**src/rtl/fetch_inst_buffer_pkg.sv**
```systemverilog
// Shared types for the instruction buffer: PC, instruction word and queue entry.
package riscv_pkg;
  localparam int XLEN   = 64;
  localparam int INST_W = 32;

  typedef logic [XLEN-1:0]   pc_t;
  typedef logic [INST_W-1:0] inst_t;

  typedef struct packed {
    pc_t   pc;
    inst_t word;
  } ibuf_entry_t;
endpackage

```
**src/rtl/fib_fifo2.sv**
```systemverilog
// Circular instruction queue: up to two writes and one read per cycle, flush, occupancy.
module fib_fifo2
  import riscv_pkg::*;
#(
  parameter int DEPTH = 8
) (
  input  logic                     clk,
  input  logic                     rst_n,
  input  logic                     flush,
  input  logic [1:0]               wr_n,
  input  ibuf_entry_t              wr_d0,
  input  ibuf_entry_t              wr_d1,
  input  logic                     rd_en,
  output ibuf_entry_t              head,
  output logic [$clog2(DEPTH):0]   count
);
  localparam int AW = $clog2(DEPTH);
  localparam int CW = AW + 1;

  ibuf_entry_t   mem [DEPTH];
  logic [AW-1:0] wr_ptr, rd_ptr;
  logic [CW-1:0] cnt;

  // Storage: second write lands one slot later; pointer width makes it wrap naturally.
  always_ff @(posedge clk) begin
    if (!flush && wr_n != 2'd0) mem[wr_ptr] <= wr_d0;
    if (!flush && wr_n == 2'd2) mem[wr_ptr + AW'(1)] <= wr_d1;
  end

  // Pointers and count; the writer never overfills and the reader never reads empty.
  always_ff @(posedge clk or negedge rst_n) begin
    if (!rst_n) begin
      wr_ptr <= '0;
      rd_ptr <= '0;
      cnt    <= '0;
    end else if (flush) begin
      wr_ptr <= '0;
      rd_ptr <= '0;
      cnt    <= '0;
    end else begin
      wr_ptr <= wr_ptr + AW'(wr_n);
      rd_ptr <= rd_ptr + AW'(rd_en);
      cnt    <= cnt + CW'(wr_n) - CW'(rd_en);
    end
  end

  // Empty queue presents zeros so the head outputs are deterministic.
  assign head  = (cnt != '0) ? mem[rd_ptr] : '0;
  assign count = cnt;
endmodule

```
**src/rtl/fetch_inst_buffer.sv**
```systemverilog
// Instruction buffer: splits 64-bit fetch beats into PC-tagged instructions, issues in order,
// and drops stale beats after an executer redirect.
module fetch_inst_buffer
  import riscv_pkg::*;
#(
  parameter int  DEPTH    = 8,
  parameter pc_t RESET_PC = '0
) (
  input  logic                   clk,
  input  logic                   rst_n,
  input  logic                   fetch_valid,
  output logic                   fetch_ready,
  input  logic [XLEN-1:0]        fetch_addr,
  input  logic [63:0]            fetch_data,
  input  logic                   redirect_valid,
  input  logic [XLEN-1:0]        redirect_pc,
  output logic                   inst_valid,
  input  logic                   inst_ready,
  output logic [XLEN-1:0]        inst_pc,
  output logic [INST_W-1:0]      inst_word,
  output logic [$clog2(DEPTH):0] occupancy
);
  localparam int OW = $clog2(DEPTH) + 1;

  pc_t         exp_pc;
  logic        accept, match;
  logic [1:0]  wr_n;
  logic        rd_en;
  ibuf_entry_t wr_d0, wr_d1, head;
  logic        unused_bits;

  // Low address bits carry no information: beats are 8-byte aligned, PCs 4-byte aligned.
  assign unused_bits = ^{fetch_addr[2:0], redirect_pc[1:0]};

  assign fetch_ready = occupancy <= OW'(DEPTH - 2);
  assign inst_valid  = occupancy != '0;

  // A redirect wins the cycle: same-cycle beat and dequeue are discarded.
  assign accept = fetch_valid && fetch_ready && !redirect_valid;
  assign match  = fetch_addr[XLEN-1:3] == exp_pc[XLEN-1:3];
  assign rd_en  = inst_valid && inst_ready && !redirect_valid;

  // Split logic: an odd-word exp_pc takes only the upper half, which realigns the stream.
  always_comb begin
    wr_n  = 2'd0;
    wr_d0 = '{pc: exp_pc, word: exp_pc[2] ? fetch_data[63:32] : fetch_data[31:0]};
    wr_d1 = '{pc: exp_pc + pc_t'(4), word: fetch_data[63:32]};
    if (accept && match) wr_n = exp_pc[2] ? 2'd1 : 2'd2;
  end

  // Expected fetch PC tracks the next instruction to enqueue.
  always_ff @(posedge clk or negedge rst_n) begin
    if (!rst_n)              exp_pc <= RESET_PC;
    else if (redirect_valid) exp_pc <= {redirect_pc[XLEN-1:2], 2'b00};
    else if (accept && match) exp_pc <= exp_pc + (exp_pc[2] ? pc_t'(4) : pc_t'(8));
  end

  fib_fifo2 #(.DEPTH(DEPTH)) u_fifo (
    .clk   (clk),
    .rst_n (rst_n),
    .flush (redirect_valid),
    .wr_n  (wr_n),
    .wr_d0 (wr_d0),
    .wr_d1 (wr_d1),
    .rd_en (rd_en),
    .head  (head),
    .count (occupancy)
  );

  assign inst_pc   = head.pc;
  assign inst_word = head.word;
endmodule

```
**config.mk**
```make
export PLATFORM = sky130hd
export DESIGN_NAME = fetch_inst_buffer
export DESIGN_NICKNAME = d
export VERILOG_FILES = /design/src/rtl/fetch_inst_buffer_pkg.sv /design/src/rtl/fib_fifo2.sv /design/src/rtl/fetch_inst_buffer.sv
export SDC_FILE = /design/constraint.sdc
export NUM_CORES = 1
export LEC_CHECK = 0
export ABC_CLOCK_PERIOD_IN_PS = 20900
export CAP_MARGIN = 10
export CORE_MARGIN = 1
export CORE_UTILIZATION = 30
export CTS_CLUSTER_DIAMETER = 40
export DETAILED_ROUTE_END_ITERATION = 8
export PLACE_DENSITY_LB_ADDON = 0.1
export SLEW_MARGIN = 20
export SYNTH_ARGS = -nofsm -noshare
export SYNTH_HDL_FRONTEND = slang
export SYNTH_SLANG_ARGS = --single-unit
```
**constraint.sdc**
```tcl
create_clock -name clk -period 20.9 [get_ports clk]
set_input_delay 4.18 -clock clk [delete_from_list [all_inputs] [get_ports clk]]
set_output_delay 4.18 -clock clk [all_outputs]
set_load 0.05 [all_outputs]
```
==> impl_metrics.yaml <==
placed_design:
  place_inst: 5128
  io_buffers: 291
  place.gp.congestion: 0.8454
  place_area_um2: 45690
  dp.final_hpwl_um: 91630
global_route:
  grt_overflow_total: 0
  grt_use_total: 0.2113
  grt_busiest_layer: "met2"
  grt_use_met2: 0.3452
  grt_start_max_net_pins: 132
  antenna_found_initial: 5
  use_met1: 0.2854
  grt_pass1_vias: 28990
  grtUsageMet3: 0.04035
  grt_first_pass_wirelength_um: 211900
setup_path:
  reg2reg_depth: 9
  slowest_stage: "dfrtp_4"
  cp_top_family: "buffers and inverters"
  path_max_fanout: 38
  cpPeakStageDelay_ns: 0.89
  cp_num_buf_inv: 3
  crit_chain: "buf_4, buf_4, mux4_2, mux2i_1, nor2_1, clkdlybuf4s50_1"
  arrival_ns: 5.20
  end_kind: "output port"
  path_class: "register to output port"
  cp-start-kind: "register"
  worst_path_most_repeated_cell: "buf_4"
  crit_cells: 6
  cp_data_required_time_ns: 16.72
power_and_ir_drop:
  p_leak_nw: 16.15
  ir_drop_uv: 58.53
  pwr-share-clk: 0.442
  p_sw_mw: 1.571
  comb_power_share: 0.196
  power_density_nw_per_um2: 104.1
  swShare: 0.2991
  internal_power_mw: 3.682
  seq_power_share: 0.362
  power.total_mw: 5.253
timing:
  rsz0062_at_grt: "false"
  setup_tns_ns: 0
  fin_crit_sh: 0.4488
  hold_viol: 0
  finClkSkew_ns: 0.03050
  relSlewSlack: 0.2399
  min_period_ns: 9.379
  worst_slew_pin_slew_ns: 1.140
  setup_violations: 0
  max_freq_ghz: 0.1066
  maxSlewViolCount: 0
cts:
  cts.htree.levels: 4
  postCtsSetupRepairBufs: 0
  clock-sinks: 824
  clk_pin_slew_ns: 0.05
  cts_tree: "yes"
  ctsHoldBuffers: 0
  clock_latency_ns: 0.77
  cts_buffers: 143
  ctsLongestPathBuffers: 3
  cts_root_buf: "clkbuf_16"
  cts_resized: 0
routing:
  drc: 0
  firstDrtPassIters: 5
  wirelength_um: 149900
  via_per_inst: 5.252
  vias: 28330
  wl_per_cell_um: 27.79
  postRouteAntennaNets: 0
  drt_iter0_drc: 3046
yosys:
  synth.distinct_cells: 67
  ys_async_sr_fraction: 0.08738
  seq_area_frac_synth: 0.5826
  ys_seq_elements: 824
  ys.warnings.count: 0
  syn_area_um2: 41850
  ys.flop_type: "edfxtp_1"
  synth_edf_count: 752
  synthesis.instances: 3453
  syn_avg_cell_area_um2: 12.12
floorplanning:
  ios: 299
  core_um2: 138000
  die_area_um2: 141000
  start_util: 0.3033
  placementRows: 136
  fp.dieW_um: 375.5
  die_h_um: 375.5
finish:
  synthToLayoutAreaGrowth_pct: 20.56
  fin_nets: 3623
  stdcell_count: 5394
  final_area_um2: 50460
  layout-drive-gt1-share: 0.1528
hold_path:
  holdCritPathClass: "register to register"
  hold_depth: 1
flow_run:
  drv_cap: 0
run_status:
  status: "finished clean"
-- metrics by stage --
step / utilization / worst slack [ns] / hold WS [ns]
finish: 0.3656 / 11.52 / 0.6858
global route: 0.3656 / 11.14 / 0.6867
CTS: 0.3656 / 11.31 / 0.6668
detailed placement: 0.3310 / 11.41 / 0.6761
global placement: 0.3310 / 11.40 / 0.6651
floorplan: - / 9.963 / 0.5507
-- final timing paths --
path	end	from	slack, ns
min	u_fifo.mem[1][41]	exp_pc[9]	0.69
max	inst_pc[10]	u_fifo.rd_ptr[0]	11.52
min in group asynchronous	exp_pc[29]	rst_n	3.40
max reg2reg	u_fifo.mem[4][69]	exp_pc[47]	15.44
max in group asynchronous	u_fifo.rd_ptr[0]	rst_n	16.39
min reg2reg	u_fifo.mem[1][41]	exp_pc[9]	0.69
-- final cells by class --
class	count	area [um^2]
diodes	4	10.01
well taps	1863	2331
inverters	39	146.4
repair buffers	360	3442
clock inverters	95	1011
fillers	13300	87550
clock buffers	167	3751
multi-input cells	2042	15370
flip-flops and latches	824	24400
-- cells in the mapped netlist, drive strengths merged, types with 9 or more instances --
master,count,area (um^2)
and2,10,62.56
nor4,25,211.5
a32oi,9,78.83
ha,14,175.2
xor2,31,271.5
clkbuf,431,1619
mux2i,127,1271
or3,20,130.1
mux4,188,4234
buf,118,543.0
nor2,423,1595
a21oi,279,1396
nand2,253,952.2
nand4,34,219.0
o31ai,9,67.56
inv,39,146.4
dfrtp,72,1802
a21o,18,135.1
xnor2,231,2031
nor2b,10,62.56
nand3,74,370.4
nand2b,10,70.06
and3,14,87.58
edfxtp,752,22580
o21ai,88,440.4
a221o,28,280.3
nor3,73,406.7
-- registers in the layout, indices dropped and copies added (netlist names) --
register       flops
exp_pc            62
u_fifo.count       4
u_fifo.mem       752
u_fifo.rd_ptr      3
u_fifo.wr_ptr      3
-- cells by family after synthesis --
kind of cell | Yosys count | synth area share
XOR/XNOR | 262 | 0.05501
AO/OA/AOI/OAI | 473 | 0.06562
adder cells (fa/ha/maj) | 16 | 0.005142
multiplexers | 315 | 0.1315
other | 1 | 0.00008960
buffers and inverters | 588 | 0.05516
flip-flops | 824 | 0.5826
AND/OR/NAND/NOR | 974 | 0.1048
-- power by group through the flow --
stage / combinational (mW) / sequential [mW] / clock [mW]
final: 1.03 / 1.90 / 2.32
after global routing: 1.09 / 1.91 / 2.43
after CTS: 1.05 / 1.90 / 2.37
after detailed placement: 1.04 / 1.93 / 0
after global placement: 1.03 / 1.93 / 0
after floorplan: 0.717 / 1.88 / 0
-- cells in the final DEF (no fill, tap or decap), drive strengths merged, types with 73 or more instances in the layout --
| cell | instances |
|---|---|
| o21ai | 88 |
| nor3 | 73 |
| edfxtp | 752 |
| clkbuf | 167 |
| xnor2 | 231 |
| nand3 | 74 |
| mux4 | 188 |
| a21oi | 279 |
| clkdlybuf4s50 | 289 |
| nand2 | 253 |
| mux2i | 127 |
| nor2 | 423 |
-- metal layers --
layer | up-vias | routed length, um
li1 | 12310 | -
met1 | 14750 | 65170
met2 | 1091 | 71660
met3 | 178 | 9736
met4 | 2 | 3295
met5 | - | 12
(Power assumes the default switching activity.)
